**src/rtl/rb_pkg.sv**
```systemverilog
// Shared types and constants for the ringbuffer stream reader.
package rb_pkg;

    localparam int DATA_W_DEF = 8;
    localparam int LEN_W_DEF  = 8;
    localparam int BUF_DEPTH  = 2;

    typedef enum logic [1:0] {
        IDLE  = 2'd0,
        DRAIN = 2'd1,
        FLUSH = 2'd2
    } rd_state_e;

    // True when one more pop still fits: held + in-flight + new pop, less a same-cycle transfer.
    function automatic logic slot_free(input logic [1:0] buf_count,
                                       input logic       inflight,
                                       input logic       pop_out);
        return (({1'b0, buf_count} + {2'b00, inflight} + 3'd1) <=
                (3'(BUF_DEPTH) + {2'b00, pop_out}));
    endfunction

endpackage

```
**src/rtl/rb_skid2.sv**
```systemverilog
// Two-entry output buffer between the ringbuffer read port and the byte stream.
module rb_skid2
    import rb_pkg::*;
#(
    parameter int DATA_W = DATA_W_DEF
) (
    input  logic              clk,
    input  logic              rst,
    input  logic              push,
    input  logic [DATA_W-1:0] push_data,
    input  logic              pop,
    output logic              valid,
    output logic [DATA_W-1:0] head_data,
    output logic [1:0]        count
);

    logic [DATA_W-1:0] head_r;
    logic [DATA_W-1:0] tail_r;
    logic [1:0]        count_r;
    logic              do_pop_s;
    logic              do_push_s;

    // A push into a full buffer is only honoured when the head leaves on the same edge.
    always_comb begin
        do_pop_s  = pop && (count_r != 2'd0);
        do_push_s = push && ((count_r != 2'd2) || do_pop_s);
    end

    // Head/tail storage and occupancy.
    always_ff @(posedge clk) begin
        if (rst) begin
            head_r  <= '0;
            tail_r  <= '0;
            count_r <= 2'd0;
        end else begin
            case ({do_push_s, do_pop_s})
                2'b10: begin
                    if (count_r == 2'd0) begin
                        head_r <= push_data;
                    end else begin
                        tail_r <= push_data;
                    end
                    count_r <= count_r + 2'd1;
                end
                2'b01: begin
                    head_r  <= tail_r;
                    count_r <= count_r - 2'd1;
                end
                2'b11: begin
                    if (count_r == 2'd1) begin
                        head_r <= push_data;
                    end else begin
                        head_r <= tail_r;
                        tail_r <= push_data;
                    end
                end
                default: begin
                    count_r <= count_r;
                end
            endcase
        end
    end

    assign valid     = (count_r != 2'd0);
    assign head_data = head_r;
    assign count     = count_r;

endmodule

```
**src/rtl/rb_stream_reader.sv**
```systemverilog
// Drains cmd_len bytes from the ringbuffer onto a valid/ready byte stream.
// Define RB_READER_STATS_EN to add saturating transfer and stall counters.
module rb_stream_reader
    import rb_pkg::*;
#(
    parameter int DATA_W = DATA_W_DEF,
    parameter int LEN_W  = LEN_W_DEF
) (
    input  logic              clk,
    input  logic              rst,
    input  logic              cmd_start,
    input  logic [LEN_W-1:0]  cmd_len,
    output logic              busy,
    output logic              done,
    output logic              rb_rd_en,
    input  logic [DATA_W-1:0] rb_data,
    input  logic              rb_empty,
    output logic              m_valid,
    input  logic              m_ready,
    output logic [DATA_W-1:0] m_data
`ifdef RB_READER_STATS_EN
    ,
    output logic [15:0]       stat_bytes,
    output logic [15:0]       stat_stall
`endif
);

    rd_state_e         state_r;
    rd_state_e         state_next_s;
    logic [LEN_W-1:0]  issue_left_r;
    logic              inflight_r;
    logic              busy_r;
    logic              done_r;
    logic              busy_next_s;
    logic              done_next_s;
    logic              rd_en_s;
    logic              xfer_s;
    logic              load_s;
    logic              last_pop_s;
    logic              buf_valid_s;
    logic [1:0]        buf_count_s;
    logic [DATA_W-1:0] buf_head_s;

    // The byte popped on one edge is on rb_data after it and is pushed on the next edge.
    rb_skid2 #(
        .DATA_W(DATA_W)
    ) u_skid (
        .clk      (clk),
        .rst      (rst),
        .push     (inflight_r),
        .push_data(rb_data),
        .pop      (xfer_s),
        .valid    (buf_valid_s),
        .head_data(buf_head_s),
        .count    (buf_count_s)
    );

    assign xfer_s     = buf_valid_s && m_ready;
    assign load_s     = (state_r == IDLE) && cmd_start && (cmd_len != '0);
    assign last_pop_s = rd_en_s && (issue_left_r == LEN_W'(1));

    // Pop request: draining, data present, bytes still owed and room for one more.
    always_comb begin
        rd_en_s = 1'b0;
        if ((state_r == DRAIN) && !rb_empty && (issue_left_r != '0) &&
            slot_free(buf_count_s, inflight_r, xfer_s)) begin
            rd_en_s = 1'b1;
        end else begin
            rd_en_s = 1'b0;
        end
    end

    // Burst sequencing: next state, busy and the done pulse.
    always_comb begin
        state_next_s = state_r;
        busy_next_s  = busy_r;
        done_next_s  = 1'b0;
        case (state_r)
            IDLE: begin
                if (load_s) begin
                    state_next_s = DRAIN;
                    busy_next_s  = 1'b1;
                end else if (cmd_start) begin
                    done_next_s  = 1'b1;
                end else begin
                    state_next_s = IDLE;
                end
            end
            DRAIN: begin
                if (last_pop_s) begin
                    state_next_s = FLUSH;
                end else begin
                    state_next_s = DRAIN;
                end
            end
            FLUSH: begin
                if ((buf_count_s == 2'd0) && !inflight_r) begin
                    state_next_s = IDLE;
                    busy_next_s  = 1'b0;
                    done_next_s  = 1'b1;
                end else begin
                    state_next_s = FLUSH;
                end
            end
            default: begin
                state_next_s = IDLE;
                busy_next_s  = 1'b0;
            end
        endcase
    end

    // State register.
    always_ff @(posedge clk) begin
        if (rst) begin
            state_r <= IDLE;
        end else begin
            state_r <= state_next_s;
        end
    end

    // Issue counter, read-latency tracker and registered status outputs.
    always_ff @(posedge clk) begin
        if (rst) begin
            issue_left_r <= '0;
            inflight_r   <= 1'b0;
            busy_r       <= 1'b0;
            done_r       <= 1'b0;
        end else begin
            if (load_s) begin
                issue_left_r <= cmd_len;
            end else if (rd_en_s) begin
                issue_left_r <= issue_left_r - LEN_W'(1);
            end else begin
                issue_left_r <= issue_left_r;
            end
            inflight_r <= rd_en_s;
            busy_r     <= busy_next_s;
            done_r     <= done_next_s;
        end
    end

`ifdef RB_READER_STATS_EN
    logic [15:0] stat_bytes_r;
    logic [15:0] stat_stall_r;

    // Saturating counters for delivered bytes and starved drain cycles.
    always_ff @(posedge clk) begin
        if (rst) begin
            stat_bytes_r <= 16'h0000;
            stat_stall_r <= 16'h0000;
        end else begin
            if (xfer_s && (stat_bytes_r != 16'hFFFF)) begin
                stat_bytes_r <= stat_bytes_r + 16'h0001;
            end else begin
                stat_bytes_r <= stat_bytes_r;
            end
            if ((state_r == DRAIN) && rb_empty && (issue_left_r != '0) &&
                (stat_stall_r != 16'hFFFF)) begin
                stat_stall_r <= stat_stall_r + 16'h0001;
            end else begin
                stat_stall_r <= stat_stall_r;
            end
        end
    end

    assign stat_bytes = stat_bytes_r;
    assign stat_stall = stat_stall_r;
`endif

    assign busy     = busy_r;
    assign done     = done_r;
    assign rb_rd_en = rd_en_s;
    assign m_valid  = buf_valid_s;
    assign m_data   = buf_head_s;

endmodule

```
**config.mk**
```make
export PLATFORM = sky130hd
export DESIGN_NAME = rb_stream_reader
export DESIGN_NICKNAME = d
export VERILOG_FILES = /design/src/rtl/rb_pkg.sv /design/src/rtl/rb_skid2.sv /design/src/rtl/rb_stream_reader.sv
export SDC_FILE = /design/constraint.sdc
export NUM_CORES = 1
export LEC_CHECK = 0
export BUFFER_PORTS_ARGS = -buffer_cell sky130_fd_sc_hd__buf_2
export CAP_MARGIN = 20
export CORE_AREA = 4 4 67 69
export DETAILED_ROUTE_END_ITERATION = 12
export DIE_AREA = 0 0 71 73
export PLACE_DENSITY = 0.67
export SETUP_SLACK_MARGIN = 0.3
export SYNTH_ARGS = -nofsm -noshare
export SYNTH_HDL_FRONTEND = slang
export SYNTH_SLANG_ARGS = --single-unit
```
**constraint.sdc**
```tcl
create_clock -name clk -period 2.7 [get_ports clk]
set_clock_uncertainty 0.05 [all_clocks]
set_input_delay 0 -clock clk [delete_from_list [all_inputs] [get_ports clk]]
set_output_delay 0 -clock clk [all_outputs]
set_load 0.01 [all_outputs]
```
# Yosys cells after proc, flatten, opt, wreduce, memory -nomap -nowiden
# Cells that the tools add are included.
totals:
  in_bits: 21
  out_inout_bits: 12
  reg_bits: 31
classes:
  mux: 22
  magnitude_cmp: 1
  addsub: 6
  n_eq_ne: 14
  bitwise: 1
  n_reduce_logical: 25
ops:
  columns: ["operator", "count"]
  rows:
  - ["$mux 8", 6]
  - ["$pmux 8 s3", 1]
  - ["$pmux 8 s2", 1]
  - ["$reduce_bool 8->1", 2]
  - ["$ne 2x2->1 const B", 6]
  - ["$logic_and 1x1->1", 10]
  - ["$eq 8x1->1 const B", 1]
  - ["$mux 2", 4]
  - ["$reduce_bool 2->1", 4]
  - ["$sub 8x1->8 const B", 1]
  - ["$eq 2x1->1 const B", 3]
  - ["$eq 2x2->1 const B", 3]
  - ["$mux 1", 6]
  - ["$pmux 2 s3", 1]
  - ["$reduce_and 3->1", 2]
  - ["$logic_not 2->1", 2]
  - ["$pmux 2 s2", 1]
  - ["$add 2x1->3", 1]
  - ["$add 2x1->3 const A", 1]
  - ["$add 3x1->3 const B", 1]
  - ["$le 3x3->1", 1]
  - ["$ne 3x3->1 const B", 1]
  - ["$pmux 1 s3", 1]
  - ["$reduce_bool 3->1", 1]
  - ["other kinds (7)", 8]

# Logic depth before layout (Yosys ltp)
# Gate-level depths: netlist (run 1).
logic_depth:
  word_depth: 9
  ltp_mapped: 11
  depth_no_buf: 9

# Hierarchy
# Synthesis (run 1) repeated with hierarchy kept, for this count alone.
hier_totals:
  cells_unflattened: 191
  area_unflattened_um2: 1690.4
modules_own_cells:
  columns: ["mod", "seq_area_each_um2", "cells_per_inst", "area_each_um2", "instances"]
  rows:
  - ["rb_skid2", 360.3, 94, 868.3, 1]
  - ["rb_stream_reader", 260.2, 97, 822.0, 1]

# Worst setup path before layout (run 1)
# OpenSTA, ideal clock, no wires.
synth_path:
  path_kind: "register to register"
  start: "register u_skid.count_r[0], in the netlist u_skid.count[0]"
  end: "register issue_left_r[1]"
  arrival_ns: 2.624
  path_slack_ns: -0.060
  setup_ns: 0.086
  n_path_buf: 2
  stages_incl_launch_ff: 12
  required_time_ns: 2.564
  period_less_slack_ns: 2.760
  cell_sequence: "dfxtp_1 -> inv_1 -> ha_1 -> nor2b_1 -> clkbuf_1 -> clkbuf_1 -> ha_1 -> nor3b_1 -> a211o_4 -> clkinv_8 -> a21o_2 -> a211oi_1"
synth_via:
  elab_chain_len: 7
  elab_cells_between_ends: 9
  classes_between: "add/sub: 3; order compare: 1; mux: 1; reduce/logical: 4"
synth_rtl:
  columns: ["element", "line_no", "source"]
  rows:
  - ["start: declaration", "rb_skid2.sv:19", "logic [1:0] count_r;"]
  - ["start signal: assignment", "rb_skid2.sv:43", "count_r <= count_r + 2'd1;"]
  - ["start signal: assignment", "rb_skid2.sv:47", "count_r <= count_r - 2'd1;"]
  - ["start signal: assignment", "rb_skid2.sv:58", "count_r <= count_r;"]
  - ["branches (longest 3 deep; another with $add 2x1->3)", null, null]
  - ["$le 3x3->1 (*)", "rb_pkg.sv:18", "return (({1'b0, buf_count} + {2'b00, inflight} + 3'd1) <="]
  - ["$logic_and 1x1->1 (*)", "rb_stream_reader.sv:65", "if ((state_r == DRAIN) && !rb_empty && (issue_left_r != '0) &&"]
  - ["$mux 1 (*)", "rb_stream_reader.sv:65", null]
  - ["via rb_rd_en", "rb_stream_reader.sv:15", "output logic rb_rd_en,"]
  - ["$reduce_bool 2->1 (no source line) (*)", null, null]
  - ["end signal: assignment", "rb_stream_reader.sv:130", "issue_left_r <= cmd_len;"]
  - ["end signal: assignment", "rb_stream_reader.sv:132", "issue_left_r <= issue_left_r - LEN_W'(1);"]
  - ["end signal: assignment", "rb_stream_reader.sv:134", "issue_left_r <= issue_left_r;"]
  - ["end: declaration", "rb_stream_reader.sv:30", "logic [LEN_W-1:0] issue_left_r;"]
# Mark *: on every way through the listed nets, which the timed path passes.
# A chain may end at the register's enable or synchronous reset.

# Final worst setup path (run 1)
layout_path:
  start: "register issue_left_r[0]"
  end: "register issue_left_r[1]"
layout_via:
  elab_chain_len: 5
  elab_cells_between_ends: 8
  classes_between: "add/sub: 1; mux: 3; reduce/logical: 4"
layout_rtl:
  columns: ["element"]
  rows:
  - ["branches (longest 5 deep; another with $sub 8x1->8)"]
# Several ways; the timed one is not identified. The select of a mux whose other input is x is not followed.

==> results of run 1 <==
## per-stage QoR
step	instance area (µm²)	utilization	power [µW]
after global routing	2150	0.548	1910
after global placement	1900	0.485	1280
after floorplan	1690	-	1100
final	2150	0.548	1770
after detailed placement	1900	0.485	1290
after CTS	2130	0.545	1780
## sequential cells by signal (all words and copies together), names as in the netlist
name,flops
issue_left_r,8
u_skid.head_data,8
u_skid.tail_r,8
state_r,2
u_skid.count,2
busy,1
done,1
inflight_r,1
## path summary, 6_finish.rpt
check                                  endpoint  slack [ns]  cells past startpoint
worst max register to register  issue_left_r[1]        0.44                      7
worst min register to register             busy        0.43                      2
worst min-delay path            issue_left_r[2]        0.02                      3
worst max-delay path            issue_left_r[1]        0.44                      7
## critical path: stages (launching register included)
cell and delay (ns):
dfxtp_1 0.36, inv_1 0.10, ha_1 0.25, nor3b_1 0.58
a211o_4 0.32, clkinv_8 0.08, a21o_2 0.21, a211oi_1 0.22
## cells by family after synthesis
| logic type | share of synthesized area |
|---|---|
| mux | 0.0777 |
| compound gates | 0.202 |
| xor+xnor | 0.00523 |
| simple gates | 0.235 |
| buf+inv | 0.0508 |
| fa+ha+maj | 0.0597 |
| flops | 0.370 |
## cell usage in the layout, fill, tap and decap left out, types with 2 or more instances in the layout
cell and instances:
o21bai_1 2, a311oi_1 9, nor2_1 24, o22ai_1 3, clkbuf_8 6, or4_1 2
nor3b_1 3, o21ai_0 3, mux2i_1 13, a31oi_1 2, dlygate4sd3_1 12, nor3_1 6
o31ai_1 2, buf_2 32, nand2b_1 4, dfxtp_1 28, nand3_1 14, ha_1 8
a21oi_1 6, buf_4 3, a22oi_1 3, nor4_1 3, inv_1 9, nand2_1 17
dfxtp_2 3, a211oi_1 2
## repair_timing
action,CTS,global route
hold buffers,12,0
endpoints found under the hold margin,20,0
resized for setup,0,5
setup endpoints to repair,0,2
## final cells by class
class | count | area [µm²]
inverters | 10 | 50.0
well taps | 50 | 62.6
clock inverters | 2 | 35.0
clock buffers | 6 | 82.6
flip-flops and latches | 31 | 624
fillers | 368 | 1770
multi-input cells | 144 | 988
repair buffers | 47 | 303
## routing by layer
layer / GRT usage / vias to the layer above / part of all wire
li1: - / 804 / -
met1: 0.205 / 733 / 0.46
met2: 0.255 / 29 / 0.47
met3: 0.0468 / 9 / 0.047
met4: 0.0835 / 0 / 0.024
met5: 0 / - / 0
## power by group
group          total (µW)  internal, µW  leakage, µW  switching (µW)
clock                 475           298    0.0000612             176
sequential            606           544     0.000254            62.1
combinational         692           307     0.000604             385
==> flow_summary.json, run 1 <==
{
  "outcome": "completed",
  "synthFlopType": "dfxtp_1",
  "synth_area_um2": 1680,
  "io_buffers": 32,
  "antenna_found_initial": 0,
  "async_flop_share": 0,
  "reg2reg_from": "issue_left_r[0]",
  "synth_top_area_frac": 0.370,
  "hpwl_um": 2640,
  "drive_above_1_share": 0.246,
  "wl_um": 3780,
  "path_clk_slew_ns": 0.07,
  "min_period_ns": 2.26,
  "synth_top_area_cell": "dfxtp_1",
  "preCtsSetupSlack_ns": 0.402,
  "worst_slack_ns": 0.439,
  "io_pins": 33,
  "tightest_slew_ns": 0.747,
  "post-route-period-util": 0.837,
  "max_freq_mhz": 442,
  "maxSlewHeadroom": 0.497,
  "crit_start": "issue_left_r[0]",
  "grt_pass1_wl_um": 6700,
  "dpl.cell_count": 270,
  "wire_per_inst_um": 13.0,
  "final_hold_viol_count": 0,
  "fp.dieH_um": 73,
  "hold_ws_ns": 0.0153,
  "grt_max_degree": 35,
  "clockBufferDepth": 2,
  "start_kind": "register",
  "ys_warn_count": 0,
  "synth_nets": 223,
  "vias": 1575,
  "avgSynthCellArea_um2": 8.64,
  "p_per_area_nw_per_um2": 826,
  "cp.arrival_ns": 2.41,
  "rows": 23,
  "critical_path_required_ns": 2.85,
  "routabilityCongestion": 0.828,
  "synth_area_leaders": "dfxtp_1 37%, mux2i_1 7.8%, ha_1 6.0%",
  "fp.dieW_um": 71,
  "hp-class": "in -> reg",
  "cts_buffers": 5,
  "cts.htree.levels": 2,
  "cts_setup_buffers": 0,
  "grt_usage": 0.163,
  "ys_types": 40,
  "synthTopCellsByCount": "31 x dfxtp_1, 24 x nor2_1, 17 x nand2_1, 14 x nand3_1, 13 x mux2i_1",
  "rsz0062_at_grt": "yes",
  "leakage_uw": 0.000920,
  "coreArea_um2": 3910,
  "nets": 268,
  "criticalPathCategory": "reg -> reg",
  "drtIter0Drc": 141,
  "grt_overflow": 0,
  "clock_latency_ns": 0.28,
  "drc": 0,
  "peakVddDrop_uv": 492,
  "die-area_um2": 5180,
  "syn_inst": 194,
  "synth_edf_count": 0,
  "path_max_fanout": 8,
  "yosysSeqAreaShare": 0.370,
  "cts.root.buffer_cell": "clkbuf_8",
  "antenna_cells": 0,
  "yosysMostFrequentCell": "dfxtp_1",
  "start_util": 0.428,
  "first_global_vias": 1473,
  "setup_viol": 0,
  "synth-seq-cells": 31,
  "area_delta_synth_final_pct": 28.1,
  "fin_cells": 290,
  "drtPass1Iterations": 4,
  "end_kind": "register",
  "drv_cap": 0,
  "min_from": "cmd_len[2]",
  "clock_sinks": 31,
  "viasPerCell": 5.43,
  "finalSetupTns_ns": 0,
  "postRouteAntennaNets": 0,
  "cts_tree": "yes",
  "slew_violations": 0
}
Power figures use the tool's default switching activity.
==> run 2, diff against run 1 <==
Settings changed: ABC_AREA from default to 1, CORE_AREA 4 4 67 69 to 4 4 68 70, DIE_AREA 0 0 71 73 to 0 0 72 74, PLACE_DENSITY 0.67 to 0.65.
Clock period 2.7 ns to 2.25 ns, I/O delays scaled along.
==> run 2 against run 1 <==
Effect of this change: utilization up 4.5 points; clock power up 40%; worst setup slack worse by 0.058 ns; synthesized area up 5.6%; combinational power up 41%; fmax up 21%; sequential share of layout area down 2.4 points.
==> flow_summary.json, run 2 <==
{
  "outcome": "completed",
  "cts_tree": "yes",
  "layout_common_cells": "50 x nand2_1, 32 x buf_2, 28 x dfxtp_1, 25 x nor2_1",
  "reg2reg_depth": 15,
  "synth_top_family_by_area": "simple AND/OR/NAND/NOR gates",
  "coreArea_um2": 3970,
  "leakage_uw": 0.00110,
  "fin_cells": 342,
  "cts.root.buffer_cell": "clkbuf_8",
  "hpwl_um": 2950,
  "synth_top_area_frac": 0.351,
  "synthAdderAreaFrac": 0.0566,
  "drtPass1Iterations": 4,
  "synth_compound_area_frac": 0.148,
  "dpl.cell_count": 317,
  "setup_viol": 0,
  "syn_inst": 240,
  "nets": 320,
  "path_max_fanout": 7,
  "maxSlewHeadroom": 0.458,
  "synth_area_leaders": "dfxtp_1 35%, nand2_1 11%, a21oi_1 5.9%",
  "drc": 0,
  "wl_um": 4310,
  "clkPwrFrac": 0.284,
  "max_freq_mhz": 535,
  "tightest_slew_ns": 0.808,
  "grt_overflow": 0,
  "yosysSeqAreaShare": 0.351,
  "drive_above_1_share": 0.291,
  "vias": 1716,
  "io_buffers": 32,
  "fp.dieW_um": 72,
  "synth_nets": 269,
  "io_pins": 33,
  "p_comb_frac": 0.418,
  "p_int_uw": 1500,
  "clock_latency_ns": 0.28,
  "clock_sinks": 31,
  "synth-simple-area-share": 0.313,
  "drv_cap": 0,
  "grt_max_degree": 18,
  "postRouteAntennaNets": 0,
  "seqPwrFrac": 0.298,
  "muxShareOfSynthArea": 0.0453,
  "hp-class": "in -> reg",
  "path_clk_slew_ns": 0.07,
  "rows": 23,
  "start_kind": "register",
  "ys_types": 30,
  "rsz0062_at_grt": "no",
  "async_flop_share": 0,
  "finalSetupTns_ns": 0,
  "slew_violations": 0,
  "fp.dieH_um": 74,
  "hold-path-cell-count": 4,
  "routabilityCongestion": 0.933,
  "synth_edf_count": 0,
  "switching_share": 0.361,
  "critical_path_required_ns": 2.42,
  "fillers": 352,
  "p_per_area_nw_per_um2": 994,
  "yosysMostFrequentCell": "nand2_1",
  "final_hold_viol_count": 0,
  "synthFlopType": "dfxtp_1",
  "criticalPathCategory": "reg -> reg",
  "viasPerCell": 5.02,
  "min_to": "issue_left_r[3]",
  "reg2reg_from": "u_skid.count[1]",
  "area_delta_synth_final_pct": 33.1,
  "start_util": 0.445,
  "synth_area_um2": 1770,
  "antenna_cells": 0,
  "layout_commonest_cell": "nand2_1",
  "grt_pass1_wl_um": 6990,
  "synthTopCellsByCount": "51 x nand2_1, 31 x dfxtp_1, 27 x nor2_1, 25 x inv_1, 21 x a21oi_1",
  "worst_slack_ns": 0.382,
  "preCtsSetupSlack_ns": 0.166,
  "clockBufferDepth": 2,
  "synth-seq-cells": 31,
  "die-area_um2": 5330,
  "antenna_found_initial": 0,
  "min_period_ns": 1.87,
  "cp.arrival_ns": 2.04,
  "switchingPower_uw": 845,
  "grt_usage": 0.165,
  "first_global_vias": 1598,
  "peakVddDrop_uv": 443,
  "cts_buffers": 5,
  "reg2reg_to": "issue_left_r[4]",
  "synth_top_area_cell": "dfxtp_1",
  "synth_xor_area_frac": 0.00990,
  "ys_warn_count": 0,
  "end_kind": "register",
  "min_from": "cmd_len[3]",
  "cts.htree.levels": 2,
  "drtIter0Drc": 134,
  "avgSynthCellArea_um2": 7.37,
  "post-route-period-util": 0.830,
  "reg2reg_slack_ns": 0.38,
  "wire_per_inst_um": 12.6
}
==> run 2: worst max-delay path by stage <==
stage | start | endpoint | cells after the start
after CTS | u_skid.count[0] | issue_left_r[1] | 12
after global routing | u_skid.count[0] | issue_left_r[6] | 13
after floorplan | u_skid.count[0] | state_r[0] | 13
final | u_skid.count[1] | issue_left_r[4] | 15
after detailed placement | u_skid.count[0] | state_r[0] | 13
after global placement | u_skid.count[0] | issue_left_r[1] | 12
==> run 2: stage by stage <==
step	hold slack, ns	instance area [µm²]	utilization	total power [µW]
2_1_floorplan	0.115	1770	-	1290
3_3_place_gp	0.241	1970	0.496	1470
3_5_place_dp	0.244	1970	0.496	1470
4_1_cts	0.0135	2240	0.565	2190
5_1_grt	0.0527	2350	0.593	2490
6_report	0.0201	2350	0.593	2340
==> run 2: power by group through the flow <==
stage               Clock, µW  Sequential (µW)  Combinational [µW]
floorplan                   0              720                 573
finish                    665              697                 978
global placement            0              702                 764
CTS                       674              694                 823
detailed placement          0              701                 768
global route              693              710                1080
==> run 2: what timing repair did <==
action	in CTS	in global routing
pin swaps	2	5
hold buffers	10	0
buffers inserted	1	6
endpoints found under the setup margin	11	9
hold endpoints to repair	18	0
resized for setup	9	18
==> run 2: metal layers <==
| metal | vias to the layer above | part of all wire | track usage |
|---|---|---|---|
| met1 | 769 | 0.47 | 0.216 |
| met5 | - | 0 | 0 |
| met3 | 2 | 0.062 | 0.0392 |
| li1 | 887 | - | - |
| met4 | 0 | 0.0070 | 0.0564 |
| met2 | 58 | 0.46 | 0.270 |
==> run 2: cells by family (layout without fill, tap and decap cells) <==
| group | Yosys count | after routing |
|---|---|---|
| and+or+nand+nor | 115 | 115 |
| AOI/OAI and AO/OA | 43 | 43 |
| buffers and inverters | 33 | 85 |
| DFF | 31 | 31 |
| adders and majority gates | 8 | 8 |
| muxes | 8 | 8 |
| xor gates and xnor gates | 2 | 2 |
==> run 2: final cells by class <==
type / instances / area [µm²] / share of cell area
flip-flops and latches: 31 / 629 / 0.267
well taps: 50 / 62.6 / 0.0266
clock buffers: 6 / 72.6 / 0.0308
inverters: 28 / 123 / 0.0521
multi-input cells: 176 / 1080 / 0.460
clock inverters: 2 / 60.1 / 0.0255
repair buffers: 49 / 325 / 0.138
==> run 2: critical path, stage by stage (launching register included) <==
cell and delay [ns]:
dfxtp_4 0.36, inv_4 0.06, ha_4 0.17, inv_6 0.05
nand2_8 0.08, inv_8 0.05, ha_4 0.27, inv_1 0.05
nand2_1 0.07, nand2_2 0.07, nor2_4 0.13, buf_12 0.13
nand2_1 0.05, nand2_1 0.09, nor2_1 0.04, nor2_1 0.08
